<file path="config.mk">
export PLATFORM = sky130hd
export DESIGN_NAME = cp0_regfile_flat
export DESIGN_NICKNAME = d
export VERILOG_FILES = /design/src/rtl/cp0_regfile_if.sv /design/src/rtl/cp0_regfile.sv /design/src/flat_wrapper.sv
export SDC_FILE = /design/constraint.sdc
export NUM_CORES = 1
export LEC_CHECK = 0
export BUFFER_PORTS_ARGS = -buffer_cell sky130_fd_sc_hd__buf_2
export CAP_MARGIN = 5
export CORE_MARGIN = 4
export CORE_UTILIZATION = 35
export CTS_BUF_LIST = sky130_fd_sc_hd__clkbuf_16
export CTS_CLUSTER_SIZE = 28
export DETAILED_ROUTE_END_ITERATION = 16
export GPL_ROUTABILITY_DRIVEN = 0
export MAX_ROUTING_LAYER = met4
export SLEW_MARGIN = 25
export SYNTH_ARGS = -nofsm -noshare
export SYNTH_HDL_FRONTEND = slang
export SYNTH_SLANG_ARGS = --single-unit
</file>
<file path="constraint.sdc">
create_clock -name clk -period 5.8 [get_ports clk]
set_input_delay 0.29 -clock clk [delete_from_list [all_inputs] [get_ports clk]]
set_output_delay 0.29 -clock clk [all_outputs]
set_load 0.1 [all_outputs]
</file>
<file path="src/rtl/cp0_regfile_if.sv">
// mtc0/mfc0 access bus between the M stage and the CP0 register file.
interface cp0_regfile_if;
  logic        we_i;
  logic [4:0]  waddr_i;
  logic [4:0]  raddr_i;
  logic [31:0] wdata_i;
  logic [31:0] rdata_o;

  modport master (output we_i, waddr_i, raddr_i, wdata_i, input rdata_o);
  modport slave  (input we_i, waddr_i, raddr_i, wdata_i, output rdata_o);
endinterface

</file>
<file path="src/rtl/cp0_regfile.sv">
// Coprocessor-0 register file: exception commit, eret, mtc0/mfc0,
// Count/Compare timer and hardware interrupt sampling into Cause.IP.
module cp0_regfile #(
  parameter logic [31:0] PRID_VALUE   = 32'h0000_4220,
  parameter logic [31:0] CONFIG_VALUE = 32'h0000_0000
) (
  input  logic        clk,
  input  logic        rst,
  cp0_regfile_if.slave bus,
  input  logic [5:0]  ext_int,
  input  logic [31:0] except_type,
  input  logic [31:0] pcM,
  input  logic        is_in_delayslot,
  input  logic [31:0] badvaddrM,
  output logic [31:0] count_o,
  output logic [31:0] compare_o,
  output logic [31:0] status_o,
  output logic [31:0] cause_o,
  output logic [31:0] epc_o,
  output logic [31:0] badvaddr_o,
  output logic        timer_int_o
);

  localparam logic [31:0] STATUS_RESET = 32'h0040_0000;
  localparam logic [31:0] STATUS_WMASK = 32'h0000_FF03;
  localparam logic [31:0] ERET_TYPE    = 32'h0000_000e;

  logic        tick;
  logic        exc, eret, wr, match;
  logic        wr_status, wr_cause, wr_epc, wr_count, wr_compare;
  logic        bad_addr_exc;
  logic [4:0]  exc_code;
  logic [31:0] status_n, cause_n, epc_n;

  assign exc          = (except_type != '0) && (except_type != ERET_TYPE);
  assign eret         = (except_type == ERET_TYPE);
  // A committing exception or eret flushes the M-stage mtc0.
  assign wr           = bus.we_i && !exc && !eret;
  assign wr_status    = wr && (bus.waddr_i == 5'd12);
  assign wr_cause     = wr && (bus.waddr_i == 5'd13);
  assign wr_epc       = wr && (bus.waddr_i == 5'd14);
  assign wr_count     = wr && (bus.waddr_i == 5'd9);
  assign wr_compare   = wr && (bus.waddr_i == 5'd11);
  assign match        = (compare_o != '0) && (count_o == compare_o);
  assign bad_addr_exc = exc && ((except_type == 32'h4) || (except_type == 32'h5));
  assign timer_int_o  = cause_o[30];

  always_comb begin
    exc_code = cause_o[6:2];
    case (except_type)
      32'h1:   exc_code = 5'd0;
      32'h4:   exc_code = 5'd4;
      32'h5:   exc_code = 5'd5;
      32'h8:   exc_code = 5'd8;
      32'h9:   exc_code = 5'd9;
      32'ha:   exc_code = 5'd10;
      32'hc:   exc_code = 5'd12;
      default: exc_code = cause_o[6:2];
    endcase
  end

  always_comb begin
    status_n = status_o;
    if (wr_status)
      status_n = (status_o & ~STATUS_WMASK) | (bus.wdata_i & STATUS_WMASK);
    if (exc)
      status_n[1] = 1'b1;
    else if (eret)
      status_n[1] = 1'b0;
  end

  always_comb begin
    cause_n        = cause_o;
    cause_n[15:10] = ext_int;
    if (wr_cause)
      cause_n[9:8] = bus.wdata_i[9:8];
    if (match)
      cause_n[30] = 1'b1;
    // The Compare write clear is applied last so it beats a same-cycle match.
    if (wr_compare)
      cause_n[30] = 1'b0;
    if (exc) begin
      if (!status_o[1])
        cause_n[31] = is_in_delayslot;
      cause_n[6:2] = exc_code;
    end
  end

  always_comb begin
    epc_n = epc_o;
    if (wr_epc)
      epc_n = bus.wdata_i;
    if (exc && !status_o[1])
      epc_n = is_in_delayslot ? (pcM - 32'd4) : pcM;
  end

  always_ff @(posedge clk) begin
    if (rst) begin
      tick       <= 1'b0;
      status_o   <= STATUS_RESET;
      cause_o    <= '0;
      epc_o      <= '0;
      badvaddr_o <= '0;
      count_o    <= '0;
      compare_o  <= '0;
    end else begin
      tick     <= ~tick;
      status_o <= status_n;
      cause_o  <= cause_n;
      epc_o    <= epc_n;
      if (bad_addr_exc)
        badvaddr_o <= badvaddrM;
      if (wr_count)
        count_o <= bus.wdata_i;
      else if (tick)
        count_o <= count_o + 32'd1;
      if (wr_compare)
        compare_o <= bus.wdata_i;
    end
  end

  always_comb begin
    case (bus.raddr_i)
      5'd8:    bus.rdata_o = badvaddr_o;
      5'd9:    bus.rdata_o = count_o;
      5'd11:   bus.rdata_o = compare_o;
      5'd12:   bus.rdata_o = status_o;
      5'd13:   bus.rdata_o = cause_o;
      5'd14:   bus.rdata_o = epc_o;
      5'd15:   bus.rdata_o = PRID_VALUE;
      5'd16:   bus.rdata_o = CONFIG_VALUE;
      default: bus.rdata_o = '0;
    endcase
  end

endmodule
</file>
<file path="src/flat_wrapper.sv">
// flat-port wrapper written by rule: the top's interface ports become plain ports
module cp0_regfile_flat 
#(
  parameter logic [31:0] PRID_VALUE   = 32'h0000_4220,
  parameter logic [31:0] CONFIG_VALUE = 32'h0000_0000
)
  (clk, rst, ext_int, except_type, pcM, is_in_delayslot, badvaddrM, count_o, compare_o, status_o, cause_o, epc_o, badvaddr_o, timer_int_o, bus_we_i, bus_waddr_i, bus_raddr_i, bus_wdata_i, bus_rdata_o);
  cp0_regfile_if bus_i ();
  input  logic clk;
  input  logic rst;
  input  logic [5:0] ext_int;
  input  logic [31:0] except_type;
  input  logic [31:0] pcM;
  input  logic is_in_delayslot;
  input  logic [31:0] badvaddrM;
  output logic [31:0] count_o;
  output logic [31:0] compare_o;
  output logic [31:0] status_o;
  output logic [31:0] cause_o;
  output logic [31:0] epc_o;
  output logic [31:0] badvaddr_o;
  output logic timer_int_o;
  input wire logic [$bits(bus_i.we_i)-1:0] bus_we_i;
  input wire logic [$bits(bus_i.waddr_i)-1:0] bus_waddr_i;
  input wire logic [$bits(bus_i.raddr_i)-1:0] bus_raddr_i;
  input wire logic [$bits(bus_i.wdata_i)-1:0] bus_wdata_i;
  output wire logic [$bits(bus_i.rdata_o)-1:0] bus_rdata_o;
  assign bus_i.we_i = bus_we_i;
  assign bus_i.waddr_i = bus_waddr_i;
  assign bus_i.raddr_i = bus_raddr_i;
  assign bus_i.wdata_i = bus_wdata_i;
  assign bus_rdata_o = bus_i.rdata_o;
  cp0_regfile #(.PRID_VALUE(PRID_VALUE), .CONFIG_VALUE(CONFIG_VALUE)) u_core (.clk(clk), .rst(rst), .bus(bus_i), .ext_int(ext_int), .except_type(except_type), .pcM(pcM), .is_in_delayslot(is_in_delayslot), .badvaddrM(badvaddrM), .count_o(count_o), .compare_o(compare_o), .status_o(status_o), .cause_o(cause_o), .epc_o(epc_o), .badvaddr_o(badvaddr_o), .timer_int_o(timer_int_o));
endmodule
</file>
==> flow_metrics.py <==
metrics = {
    "synthesis": {
        "yosysUniqueCellTypes": 62,
        "syn-cell-area_mm2": 0.009115,
        "yosysMostFrequentCell": "dfxtp_1",
        "synth-edff-count": 0,
        "yosysTopAreaCell": "dfxtp_1",
        "seq_area_frac_synth_pct": 33.60,
        "synthArstFlopShare_pct": 0,
        "synth_area_leaders": "dfxtp_1 (34%), xnor2_1 (6.1%), a21oi_1 (5.3%)",
        "ys.flop_type": "dfxtp_1",
        "syn_avg_cell_area_um2": 7.961,
        "ys_warn_count": 0,
        "ys_seq_elements": 153,
        "synthCells": 1145,
        "synth_common_cells": "dfxtp_1 (153), nand2_1 (114), a21oi_1 (96), nand3_1 (84), clkbuf_1 (67)",
        "synth_top_area_share_pct": 33.60,
    },
    "global_route": {
        "grt-busiest-layer": "met2",
        "met2_usage_pct": 43.64,
        "met3_usage_pct": 5.101,
        "grt_usage_pct": 29.06,
        "met1_usage_pct": 40.25,
        "grt_max_degree": 73,
        "grt_pass1_vias": 9452,
        "grt-ovfl-total": 0,
        "antenna_found_initial": 2,
        "grt_pass1_wl_um": 61950,
    },
    "die": {
        "die_w_um": 169.4,
        "core_region_area_mm2": 0.02540,
        "rows": 58,
        "io_pins": 373,
        "dieArea_mm2": 0.02869,
        "start_util_pct": 35.89,
        "die_h_um": 169.4,
    },
    "cts": {
        "cts_sinks": 153,
        "cts_setup_buffers": 0,
        "hold_buffers": 0,
        "clkLatencyLatePin_ns": 0.43,
        "cts_root_buf": "clkbuf_16",
        "path_clk_slew_ns": 0.07,
        "numCtsBuffers": 17,
        "cts_tree": "yes",
        "clockBufferDepth": 2,
        "cts_resized": 0,
        "htree_num_levels": 4,
    },
    "layout": {
        "fill_cells": 2639,
        "area_growth_pct": 24.76,
        "drive_gt1_share_pct": 30.39,
        "final_nets": 1565,
    },
    "setup_path": {
        "required_ns": 5.51,
        "crit_type": "in -> out",
        "worst-path-max-fanout": 33,
        "end_kind": "output pin",
        "crit_arrival_ns": 2.72,
        "start_kind": "input pin",
    },
    "sta": {
        "fin_skew_ns": 0.007714,
        "post-route-period-util_pct": 51.86,
        "maxSlewViolCount": 0,
        "fin_crit_ns": 3.008,
        "final_hold_viol_count": 0,
        "clock.fmax_ghz": 0.3325,
        "slew-limit-headroom_pct": 36.69,
        "timing.hold.ws_ns": 0.06211,
        "tightest_slew_ns": 0.9496,
        "setup_tns_ns": 0,
        "setup_viol": 0,
        "rsz0062_at_grt": "no",
    },
    "pwr": {
        "power-per-cell-area_mw_per_mm2": 243.6,
        "peakVddDrop_mv": 0.1637,
        "p_leak_nw": 4.656,
    },
    "detailed_routing": {
        "drc": 0,
        "finalWirelength_um": 42750,
        "avgRoutedWirePerCell_um": 24.29,
        "drt_first_pass_iters": 7,
        "viasPerCell": 5.873,
        "vias": 10336,
        "ant_nets": 0,
        "drt_iter0_drc": 1505,
    },
    "worst_hold_path": {
        "hold_class": "in -> reg",
    },
    "run": {
        "cap_violations": 0,
    },
    "placement": {
        "port_buffers": 332,
        "hpwlAfterDp_um": 32040,
    },
    "status": {
        "outcome": "completed",
    },
}
-- final timing paths --
| path | startpoint | to | slack [ns] | cells past startpoint |
|---|---|---|---|---|
| worst max-delay path | bus_raddr_i[2] | bus_rdata_o[10] | 2.79 | 5 |
| worst min-delay path | ext_int[2] | u_core.cause_o[12]$_SDFF_PP0_ | 0.06 | 2 |
| worst max register to register | u_core.count_o[1]$_SDFFE_PP0P_ | u_core.count_o[30]$_SDFFE_PP0P_ | 3.28 | 6 |
| worst min register to register | u_core.badvaddr_o[8]$_SDFFE_PP0P_ | u_core.badvaddr_o[8]$_SDFFE_PP0P_ | 0.47 | 2 |
-- kinds of logic (layout without fill, tap and decap cells) --
family                     count (synthesis)  in the layout  share of synthesized area [%]
DFF                                      153            153                          33.60
xor gates and xnor gates                  80             80                          7.687
adders and majority gates                  2              2                         0.2745
and+or+nand+nor                          436            436                          25.18
other                                      2             42                        0.08239
buffers and inverters                    142            387                          8.099
muxes                                     34             34                          3.734
AOI/OAI and AO/OA                        296            296                          21.35
-- sequential cells by signal, summed over array words and instances (netlist names) --
register	count
u_core.tick	1
u_core.badvaddr_o	32
u_core.epc_o	32
u_core.status_o	10
u_core.cause_o	14
u_core.count_o	32
u_core.compare_o	32
-- power by group --
part,switching [mW],internal [mW]
clock,0.524,0.652
combinational,0.409,0.0926
sequential,0.0255,1.07
total,0.958,1.81
-- through the flow --
| step | utilization, % | cells | setup WS [ns] | power, mW | instance area [um^2] |
|---|---|---|---|---|---|
| finish | 44.77 | 1760 | 2.792 | 2.770 | 11370 |
| global route | 44.77 | 1760 | 2.698 | 2.837 | 11370 |
| CTS | 44.73 | 1758 | 2.825 | 2.772 | 11360 |
| detailed placement | 42.35 | 1726 | 2.668 | 1.610 | 10760 |
| global placement | 42.34 | 1726 | 2.671 | 1.608 | 10750 |
| floorplan | - | 1183 | 1.801 | 1.484 | 9258 |
-- placed cells by master (no fill, tap or decap), drive strengths merged, types with 12 or more instances in the layout --
cell type	netlist	routed
clkbuf	67	17
mux2i	34	34
buf	66	346
nand3	84	84
dfxtp	153	153
a211oi	25	25
xnor2	63	63
a222oi	15	15
xor2	17	17
a31oi	16	16
nand2	130	130
conb	2	40
nor4	33	33
nor2	43	43
a22oi	13	13
o31ai	18	18
inv	9	17
nand4	36	36
nor3	39	39
o21ai	52	52
nor2b	12	12
a21oi	112	112
-- worst max-delay path: stages --
cell      delay (ns)
buf_2           0.40
nor2b_1         0.86
a21oi_1         0.31
o221ai_1        0.32
buf_2           0.50
-- per-layer routing --
metal  up-vias  part of all wire, %
met5         -                    0
li1       4699                    -
met2       636                   46
met3        80                  9.9
met1      4921                   42
met4         0                  2.6
-- layout make-up --
class	count	area, um^2	area share (%)
flip-flops and latches	153	3063	26.93
clock buffers	17	425.4	3.741
diodes	2	5.005	0.04401
well taps	330	412.9	3.631
multi-input cells	888	5484	48.22
clock inverters	15	178.9	1.573
inverters	9	33.78	0.2971
repair buffers	346	1769	15.56
(Power assumes the default switching activity.)
